--- src/rtl/ex_mdu_pkg.sv ---
// Shared encodings for the M-extension execute unit: funct3 opcodes, FSM
// states and small opcode classification helpers.
package ex_mdu_pkg;

  typedef enum logic [1:0] {
    S_IDLE = 2'b00,
    S_CALC = 2'b01,
    S_DONE = 2'b10
  } md_state_e;

  typedef enum logic [2:0] {
    OP_MUL    = 3'b000,
    OP_MULH   = 3'b001,
    OP_MULHSU = 3'b010,
    OP_MULHU  = 3'b011,
    OP_DIV    = 3'b100,
    OP_DIVU   = 3'b101,
    OP_REM    = 3'b110,
    OP_REMU   = 3'b111
  } md_op_e;

  function automatic logic op_is_div(input md_op_e op);
    return op[2];
  endfunction

  function automatic logic op_is_rem(input md_op_e op);
    return op[2] & op[1];
  endfunction

  function automatic logic op_a_signed(input md_op_e op);
    return op inside {OP_MULH, OP_MULHSU, OP_DIV, OP_REM};
  endfunction

  // MULHSU keeps B unsigned, so only MULH/DIV/REM sign-extend the divisor/multiplier.
  function automatic logic op_b_signed(input md_op_e op);
    return op inside {OP_MULH, OP_DIV, OP_REM};
  endfunction

endpackage

--- src/rtl/ex_mdu_iter.sv ---
// md_iter: radix-2 iterative datapath shared by multiply (shift-add) and
// divide (restoring), plus the iteration counter.
module md_iter
  import ex_mdu_pkg::*;
#(
  parameter int unsigned XLEN = 32,
  parameter int unsigned CW   = $clog2(XLEN + 1)
) (
  input  logic            clk,
  input  logic            rstn,
  input  logic            i_load,
  input  logic            i_div,
  input  logic            i_step,
  input  logic [XLEN-1:0] i_a,
  input  logic [XLEN-1:0] i_b,
  output logic [XLEN-1:0] o_hi_nxt,
  output logic [XLEN-1:0] o_lo_nxt,
  output logic [CW-1:0]   o_cnt
);

  logic            r_div;
  logic [XLEN-1:0] r_opd;
  logic [XLEN-1:0] r_hi;
  logic [XLEN-1:0] r_lo;
  logic [CW-1:0]   r_cnt;

  logic [XLEN:0]   w_sum;
  logic [XLEN:0]   w_shift;
  logic [XLEN:0]   w_trial;

  // r_hi:r_lo is the 2*XLEN product for multiply, remainder:quotient for divide.
  always_comb begin
    w_sum   = {1'b0, r_hi} + (r_lo[0] ? {1'b0, r_opd} : '0);
    w_shift = {r_hi, r_lo[XLEN-1]};
    w_trial = w_shift - {1'b0, r_opd};
    o_hi_nxt = '0;
    o_lo_nxt = '0;
    if (r_div) begin
      if (!w_trial[XLEN]) begin
        o_hi_nxt = w_trial[XLEN-1:0];
        o_lo_nxt = {r_lo[XLEN-2:0], 1'b1};
      end else begin
        o_hi_nxt = w_shift[XLEN-1:0];
        o_lo_nxt = {r_lo[XLEN-2:0], 1'b0};
      end
    end else begin
      o_hi_nxt = w_sum[XLEN:1];
      o_lo_nxt = {w_sum[0], r_lo[XLEN-1:1]};
    end
  end

  always_ff @(posedge clk or negedge rstn) begin
    if (!rstn) begin
      r_div <= 1'b0;
      r_opd <= '0;
      r_hi  <= '0;
      r_lo  <= '0;
      r_cnt <= '0;
    end else if (i_load) begin
      r_div <= i_div;
      r_hi  <= '0;
      r_lo  <= i_div ? i_a : i_b;
      r_opd <= i_div ? i_b : i_a;
      r_cnt <= CW'(XLEN);
    end else if (i_step) begin
      r_hi  <= o_hi_nxt;
      r_lo  <= o_lo_nxt;
      r_cnt <= r_cnt - 1'b1;
    end
  end

  assign o_cnt = r_cnt;

endmodule

--- src/rtl/ex_mdu.sv ---
// ex_mdu: multi-cycle RV M-extension unit in EX. Owns the IDLE/CALC/DONE
// control, special-case detection and sign fixup around md_iter.
module ex_mdu
  import ex_mdu_pkg::*;
#(
  parameter int unsigned XLEN       = 32,
  parameter bit          SIGNED_FIX = 1'b1
) (
  input  logic            clk,
  input  logic            rstn,
  input  logic            ex_md_valid,
  input  logic [2:0]      ex_md_op,
  input  logic [XLEN-1:0] ex_rfrdata1,
  input  logic [XLEN-1:0] ex_rfrdata2,
  input  logic            ex_flush,
  output logic            ex_md_stall,
  output logic            ex_md_done,
  output logic [XLEN-1:0] ex_md_result
);

  localparam int unsigned CW = $clog2(XLEN + 1);

  md_state_e         r_state, w_state_nxt;
  md_op_e            r_op;
  logic              r_neg_q;
  logic              r_neg_r;
  logic [XLEN-1:0]   r_result;

  md_op_e            w_op;
  logic              w_sa, w_sb;
  logic [XLEN-1:0]   w_mag_a, w_mag_b;
  logic              w_div0, w_ovf, w_special;
  logic [XLEN-1:0]   w_special_val;
  logic              w_start;
  logic              w_step;
  logic              w_calc_last;
  logic              w_stall;
  logic [XLEN-1:0]   w_hi_nxt, w_lo_nxt;
  logic [CW-1:0]     w_cnt;
  logic [2*XLEN-1:0] w_prod, w_prod_fx;
  logic [XLEN-1:0]   w_quo_fx, w_rem_fx;
  logic [XLEN-1:0]   w_calc_res;

  assign w_op    = md_op_e'(ex_md_op);
  assign w_sa    = SIGNED_FIX && op_a_signed(w_op) && ex_rfrdata1[XLEN-1];
  assign w_sb    = SIGNED_FIX && op_b_signed(w_op) && ex_rfrdata2[XLEN-1];
  assign w_mag_a = w_sa ? -ex_rfrdata1 : ex_rfrdata1;
  assign w_mag_b = w_sb ? -ex_rfrdata2 : ex_rfrdata2;

  assign w_div0    = op_is_div(w_op) && (ex_rfrdata2 == '0);
  assign w_ovf     = SIGNED_FIX && (w_op == OP_DIV || w_op == OP_REM) &&
                     (ex_rfrdata1 == {1'b1, {(XLEN-1){1'b0}}}) && (ex_rfrdata2 == '1);
  assign w_special = w_div0 | w_ovf;

  always_comb begin
    w_special_val = '0;
    if (w_div0)
      w_special_val = op_is_rem(w_op) ? ex_rfrdata1 : '1;
    else if (w_ovf)
      w_special_val = op_is_rem(w_op) ? '0 : ex_rfrdata1;
  end

  assign w_start     = (r_state == S_IDLE) && ex_md_valid && !ex_flush;
  assign w_step      = (r_state == S_CALC) && !ex_flush;
  assign w_calc_last = w_step && (w_cnt == CW'(1));

  md_iter #(
    .XLEN (XLEN),
    .CW   (CW)
  ) u_iter (
    .clk      (clk),
    .rstn     (rstn),
    .i_load   (w_start && !w_special),
    .i_div    (op_is_div(w_op)),
    .i_step   (w_step),
    .i_a      (w_mag_a),
    .i_b      (w_mag_b),
    .o_hi_nxt (w_hi_nxt),
    .o_lo_nxt (w_lo_nxt),
    .o_cnt    (w_cnt)
  );

  // Fixup reads the post-step values so the last iteration and the result
  // register update share one edge.
  always_comb begin
    w_prod    = {w_hi_nxt, w_lo_nxt};
    w_prod_fx = r_neg_q ? -w_prod : w_prod;
    w_quo_fx  = r_neg_q ? -w_lo_nxt : w_lo_nxt;
    w_rem_fx  = r_neg_r ? -w_hi_nxt : w_hi_nxt;
    w_calc_res = '0;
    case (r_op)
      OP_MUL:                        w_calc_res = w_prod_fx[XLEN-1:0];
      OP_MULH, OP_MULHSU, OP_MULHU:  w_calc_res = w_prod_fx[2*XLEN-1:XLEN];
      OP_DIV, OP_DIVU:               w_calc_res = w_quo_fx;
      OP_REM, OP_REMU:               w_calc_res = w_rem_fx;
      default:                       w_calc_res = '0;
    endcase
  end

  always_comb begin
    w_state_nxt = r_state;
    w_stall     = 1'b0;
    case (r_state)
      S_IDLE: begin
        w_stall = ex_md_valid && !ex_flush;
        if (w_start)
          w_state_nxt = w_special ? S_DONE : S_CALC;
      end
      S_CALC: begin
        w_stall = 1'b1;
        if (ex_flush)
          w_state_nxt = S_IDLE;
        else if (w_calc_last)
          w_state_nxt = S_DONE;
      end
      S_DONE:  w_state_nxt = S_IDLE;
      default: w_state_nxt = S_IDLE;
    endcase
  end

  always_ff @(posedge clk or negedge rstn) begin
    if (!rstn) begin
      r_state  <= S_IDLE;
      r_op     <= OP_MUL;
      r_neg_q  <= 1'b0;
      r_neg_r  <= 1'b0;
      r_result <= '0;
    end else begin
      r_state <= w_state_nxt;
      if (w_start) begin
        r_op    <= w_op;
        r_neg_q <= w_sa ^ w_sb;
        r_neg_r <= w_sa;
      end
      if (w_start && w_special)
        r_result <= w_special_val;
      else if (w_calc_last)
        r_result <= w_calc_res;
    end
  end

  assign ex_md_stall  = rstn && w_stall;
  assign ex_md_done   = (r_state == S_DONE) && !ex_flush;
  assign ex_md_result = r_result;

endmodule

--- config.mk ---
export PLATFORM = sky130hd
export DESIGN_NAME = ex_mdu
export DESIGN_NICKNAME = d
export VERILOG_FILES = /design/src/rtl/ex_mdu_pkg.sv /design/src/rtl/ex_mdu_iter.sv /design/src/rtl/ex_mdu.sv
export SDC_FILE = /design/constraint.sdc
export NUM_CORES = 1
export LEC_CHECK = 0
export BUFFER_PORTS_ARGS = -buffer_cell sky130_fd_sc_hd__buf_2
export CORE_UTILIZATION = 36
export DETAILED_ROUTE_END_ITERATION = 6
export GPL_ROUTABILITY_DRIVEN = 0
export PLACE_DENSITY = 0.5
export SYNTH_ARGS = -nofsm -noshare
export SYNTH_HDL_FRONTEND = slang
export SYNTH_SLANG_ARGS = --single-unit
--- constraint.sdc ---
create_clock -name clk -period 5.8 [get_ports clk]
set_input_delay 0.58 -clock clk [delete_from_list [all_inputs] [get_ports clk]]
set_output_delay 0.58 -clock clk [all_outputs]
set_load 0.01 [all_outputs]
==> Word level (Yosys, flattened, before mapping) <==
Cells that the tools add are included.
W data, S select, Z words.
{ "word_totals": {"input_bits": 71, "ff_bits": 142, "output_inout_bits": 34, "wordCells": 98} }
{ "op_classes": {"n_mux": 31, "reduce_logical": 28, "n_addsub": 8, "bitwise": 3, "eq_ne": 18} }
{ "op_table": {"columns": ["op", "count"], "rows": [
  ["$mux W32", 20],
  ["$neg A32 Y32", 4],
  ["$pmux W32 S4", 1],
  ["$eq A32 B32 Y1 const B", 2],
  ["$mux W64", 1],
  ["$neg A64 Y64", 1],
  ["$add A32 B33 Y33", 1],
  ["$sub A33 B32 Y33", 1],
  ["$logic_not A32 Y1", 1],
  ["$eq A3 B3 Y1 const B", 6],
  ["$logic_and A1 B1 Y1", 14],
  ["$mux W6", 2],
  ["$eq A3 B2 Y1 const B", 3],
  ["$mux W2", 4],
  ["$eq A3 B1 Y1 const B", 2],
  ["$eq A6 B1 Y1 const B", 1],
  ["$sub A6 B1 Y6 const B", 1],
  ["$pmux W2 S2", 1],
  ["$reduce_bool A2 Y1", 2],
  ["$reduce_bool A4 Y1", 1],
  ["$reduce_or A2 Y1", 2],
  ["$logic_not A3 Y1", 1],
  ["$ne A3 B3 Y1 const B", 1],
  ["$reduce_bool A3 Y1", 1],
  ["13 further kinds", 14]
]} }

==> Longest topological paths before layout <==
{ "logic_depth": {"ltp_word": 8, "depth_mapped": 22, "mapped_depth_nobuf": 20} }

==> Modules after synthesis <==
Synthesis repeated with hierarchy kept, for this count alone.
{ "unflattened": {"hier_cells": 2103, "hier_area_um2": 16179.3} }
{ "modules_own_cells": {"columns": ["mod", "area_each_um2", "cells_per_inst", "seq_area_each_um2", "n_inst"], "rows": [
  ["md_iter", 9693.0, 1166, 2577.5, 1],
  ["ex_mdu", 6486.2, 937, 975.9, 1]
]} }

==> Least setup slack after synthesis <==
Ideal clock, no wire load.
{ "synth_path": {"path_kind": "register -> register", "start": "reg u_iter.r_lo[31]", "end": "reg r_result[28] (netlist: ex_md_result[28])", "stages_incl_launch_ff": 22, "synth_period_minus_slack_ns": 4.980, "required_ns": 5.666, "slack_ns": 0.820, "path_buffers": 2, "setup_time_ns": 0.134, "arrival_time_ns": 4.847, "cell_sequence": "dfrtp_1 > inv_1 > ha_1 > fa_1 > nand2b_1 > a21oi_1 > o211a_1 > o21ai_1 > a21oi_1 > buf_2 > buf_2 > nor2_1 > a21oi_1 > ha_1 > inv_1 > or4b_2 > o21ai_0 > xnor2_1 > nand2_1 > a211oi_1 > a221o_1 > o211ai_1"} }
{ "synth_via": {"elab_chain_len": 8, "elab_cells_between_ends": 14, "classes_between": "add/sub: 4; mux: 10"} }
{ "synth_rtl": {"columns": ["element", "line", "source"], "rows": [
  ["from (decl)", "ex_mdu_iter.sv:24", "logic [XLEN-1:0] r_lo;"],
  ["from (signal assigned)", "ex_mdu_iter.sv:62", "r_lo <= i_div ? i_a : i_b;"],
  ["from (signal assigned)", "ex_mdu_iter.sv:67", "r_lo <= o_lo_nxt;"],
  ["$sub A33 B32 Y33", "ex_mdu_iter.sv:35", "w_trial = w_shift - {1'b0, r_opd};"],
  ["$mux W1 / $mux W32 (equally long branches)", "ex_mdu_iter.sv:39", "if (!w_trial[XLEN]) begin"],
  ["$mux W32", "ex_mdu_iter.sv:38", "if (r_div) begin"],
  ["$neg A64 Y64 (tied with other cells)", "ex_mdu.sv:87", "w_prod_fx = r_neg_q ? -w_prod : w_prod;"],
  ["$mux W64 (tied with other cells)", "ex_mdu.sv:87", null],
  ["$pmux W32 S4 (*)", "ex_mdu.sv:91", "case (r_op)"],
  ["$mux W32 (*)", "ex_mdu.sv:137", "else if (w_calc_last)"],
  ["$mux W32 (*)", "ex_mdu.sv:135", "if (w_start && w_special)"],
  ["to (signal assigned)", "ex_mdu.sv:136", "r_result <= w_special_val;"],
  ["to (signal assigned)", "ex_mdu.sv:138", "r_result <= w_calc_res;"],
  ["to (decl)", "ex_mdu.sv:27", "logic [XLEN-1:0] r_result;"]
]} }
Mark *: on every way between the ends. The rest lies on a longest branch, timed or not. The select of a mux whose other input is x is not followed.
A chain may end at the register's enable or synchronous reset.

==> Worst setup path after layout <==
{ "layout_path": {"start": "reg u_iter.r_lo[31]", "end": "reg r_result[22] (netlist: ex_md_result[22])"} }
The elaborated chain is that of the path after synthesis.

==> metrics.yaml <==
sta:
  hold_viol_final: 0
  fin_skew_ns: 0.0166
  min_period_ns: 5.42
  finalSetupTns_ns: 0
  layout_worst_path_cycle_share: 0.935
  setup_viol: 0
  fmaxAchievable_mhz: 184
  setup_ws_ns: 0.377
  slew_viol_final: 0
  rsz0062_at_grt: "no"
  worst_pin_slew_ns: 1.19
  relSlewSlack: 0.196
yosys:
  synth_top_family_by_area: "compound AO/OA/AOI/OAI gates"
  synthXorXnorAreaFrac: 0.0721
  yosysWarnings: 0
  yosysUniqueCellTypes: 89
  synthSimpleGateAreaFrac: 0.256
  yosys-top-cells-area: "dfrtp_1, o21ai_0, nand2_1, ha_1, a21oi_1"
  avgSynthCellArea_um2: 7.08
  synthArstFlopShare: 1.00
  synthFlopType: "dfrtp_1"
  yosys_register_bits: 142
  yosys.area_share.adder: 0.0562
  syn-num-nets: 2476
  synth_compound_area_frac: 0.308
  synth_area_mm2: 0.0165
  netlist.area_leader.share: 0.215
  yosys-mux-area-fraction: 0.0430
  syn_inst: 2332
  synth-edff-count: 0
  yosys.area.top_type: "dfrtp_1"
  ys_seq_area_frac: 0.215
drt:
  via_count: 18800
  wire_per_inst_um: 25.6
  detail-route-antenna-nets: 0
  drt_pass1_iterations: 7
  viasPerCell: 6.27
  drc: 2
  drt_iter0_markers: 2054
  drt-total-wl_mm: 76.8
worst_setup_path:
  critPathLaunchType: "register"
  worstPathMaxFanout: 19
  cp_data_arrival_time_ns: 5.79
  critPathRequiredTime_ns: 6.17
  cp-end-kind: "register"
  path_class: "reg -> reg"
clocking:
  clock-sinks: 142
  clk_pin_slew_ns: 0.07
  clockBufferDepth: 2
  htreeDepth: 4
  cts_tree: "built"
  cts_buffers: 17
  insertion_delay_ns: 0.51
  cts_root_buffer: "clkbuf_16"
  postCtsSetupBuffers: 0
floorplanning:
  num_io_pins: 105
  placeableCoreArea_mm2: 0.0453
  die_y_um: 216
  row_count: 78
  die_width_um: 216
  start_util: 0.365
  die_area_mm2: 0.0467
power_and_ir_drop:
  pwr_density_cell_mw_per_mm2: 592
  peakVddDrop_v: 0.000309
  p_leak_nw: 7.76
cells_and_area:
  num-fill-cells: 4847
  area_growth_pct: 11.3
  final_cells: 2997
  drive_gt1_frac: 0.104
  fin_util: 0.406
  nets: 2527
place:
  hpwlAfterDp_mm: 60.7
  place_inst: 2963
  pre_cts_ws_ns: 0.456
  portBuffers: 104
status:
  status: "finished with violations"
  failed_checks: "design-rule violations"
job:
  drv_cap: 0
grt:
  grt.overflow.total: 0
  grt.total_usage: 0.326
  grt_pass1_wl_mm: 113
  grt_max_degree: 103
  grt_pass1_vias: 17400
  grt_antenna_before_repair: 8
min_path:
  hold_class: "in -> reg"
-- state kept, by name, indices dropped and copies added (netlist names), 2 cells and up --
signal / flops
ex_md_result: 32
u_iter.r_hi: 32
u_iter.r_lo: 32
u_iter.r_opd: 32
u_iter.o_cnt: 6
r_op: 3
r_state: 2
-- through the flow --
stage	instance area (um^2)	hold slack (ns)	power, mW
2_1_floorplan	16500	0.284	6.69
3_3_place_gp	17800	0.467	9.36
3_5_place_dp	17800	0.466	9.39
4_1_cts	18400	0.307	10.6
5_1_grt	18400	0.324	11.5
6_report	18400	0.323	10.9
-- repair_timing --
| action | in CTS | in global routing |
|---|---|---|
| setup endpoints to repair | 0 | 1 |
| hold buffers | 1 | 0 |
| resized for setup | 0 | 1 |
| hold endpoints to repair | 1 | 0 |
-- layout by cell type, fill, tap and decap left out, types with 17 or more instances in the layout --
master / n
inv_1: 74
a31oi_1: 35
buf_4: 65
o21a_1: 17
a211oi_1: 27
xnor2_1: 78
nor2_1: 183
dfrtp_1: 141
nand3_1: 69
buf_2: 103
nor3_1: 67
nand2_1: 339
a21oi_1: 177
o21ai_0: 267
xor2_1: 58
o211ai_1: 59
and2_1: 50
clkbuf_16: 17
a21o_1: 24
ha_1: 71
or3_1: 24
mux2i_1: 57
o31ai_1: 33
nand4_1: 34
nor4_1: 17
and3_1: 28
-- Yosys cell counts, types with 59 or more instances --
master,number
nor2_1,185
dfrtp_1,142
clkbuf_1,106
a21oi_1,177
xnor2_1,78
ha_1,71
o211ai_1,59
nor3_1,67
o21ai_0,267
nand3_1,69
nand2_1,340
inv_1,74
-- per-layer routing --
layer,part of all wire,GRT usage
met2,0.44,0.509
met1,0.42,0.427
met5,0.00030,0
met4,0.053,0.161
met3,0.080,0.0651
-- cell families (layout without fill, tap and decap cells) --
group | Yosys count | in the layout
other cells | 0 | 1
buf+inv | 213 | 277
xor+xnor | 136 | 136
simple gates | 895 | 895
fa+ha+maj | 73 | 73
mux | 69 | 69
compound gates | 804 | 804
flops | 142 | 142
-- power breakdown --
group	switching [mW]	internal, mW	leakage [nW]	total, mW
sequential	0.504	1.34	1.82	1.85
combinational	5.19	2.65	5.64	7.84
clock	0.510	0.685	0.298	1.19
-- final timing paths --
| check | startpoint | to | slack (ns) | cells past startpoint |
|---|---|---|---|---|
| max in group asynchronous | rstn | ex_md_result[21]$_DFFE_PN0P_ | 3.96 | 3 |
| hold reg to reg | ex_md_result[23]$_DFFE_PN0P_ | ex_md_result[23]$_DFFE_PN0P_ | 0.48 | 2 |
| min in group asynchronous | rstn | u_iter.r_opd[10]$_DFFE_PN0P_ | 0.58 | 2 |
| setup reg to reg | u_iter.r_lo[31]$_DFFE_PN0P_ | ex_md_result[22]$_DFFE_PN0P_ | 0.38 | 19 |
| hold / removal | ex_md_op[0] | r_op[0]$_DFFE_PN0P_ | 0.32 | 3 |
| setup / recovery | u_iter.r_lo[31]$_DFFE_PN0P_ | ex_md_result[22]$_DFFE_PN0P_ | 0.38 | 19 |
-- area by class of cell --
type | count | area, um^2 | share of cell area
Inverter | 75 | 282 | 0.0153
Multi-Input combinational cell | 1977 | 12200 | 0.662
Clock inverter | 10 | 109 | 0.00592
Antenna cell | 1 | 2.50 | 0.000136
Tap cell | 600 | 751 | 0.0408
Sequential cell | 142 | 3560 | 0.194
Clock buffer | 22 | 494 | 0.0269
Timing Repair Buffer | 170 | 1020 | 0.0558
-- worst max-delay path, stage by stage, from the launching register on --
cell and delay [ns]:
dfrtp_1 0.46, inv_1 0.07, ha_1 0.23, fa_1 0.41
nand2b_1 0.18, a21oi_1 0.36, o211ai_1 0.27, a21boi_2 0.43
o21ai_1 0.21, buf_4 0.27, a21oi_1 0.15, o31a_1 0.25
ha_1 0.23, nand2_1 0.07, nor4_1 0.38, o311ai_0 0.43
o21ai_0 0.34, a31oi_1 0.13, a2111oi_2 0.31, a211oi_1 0.09
(Power assumes the default switching activity.)
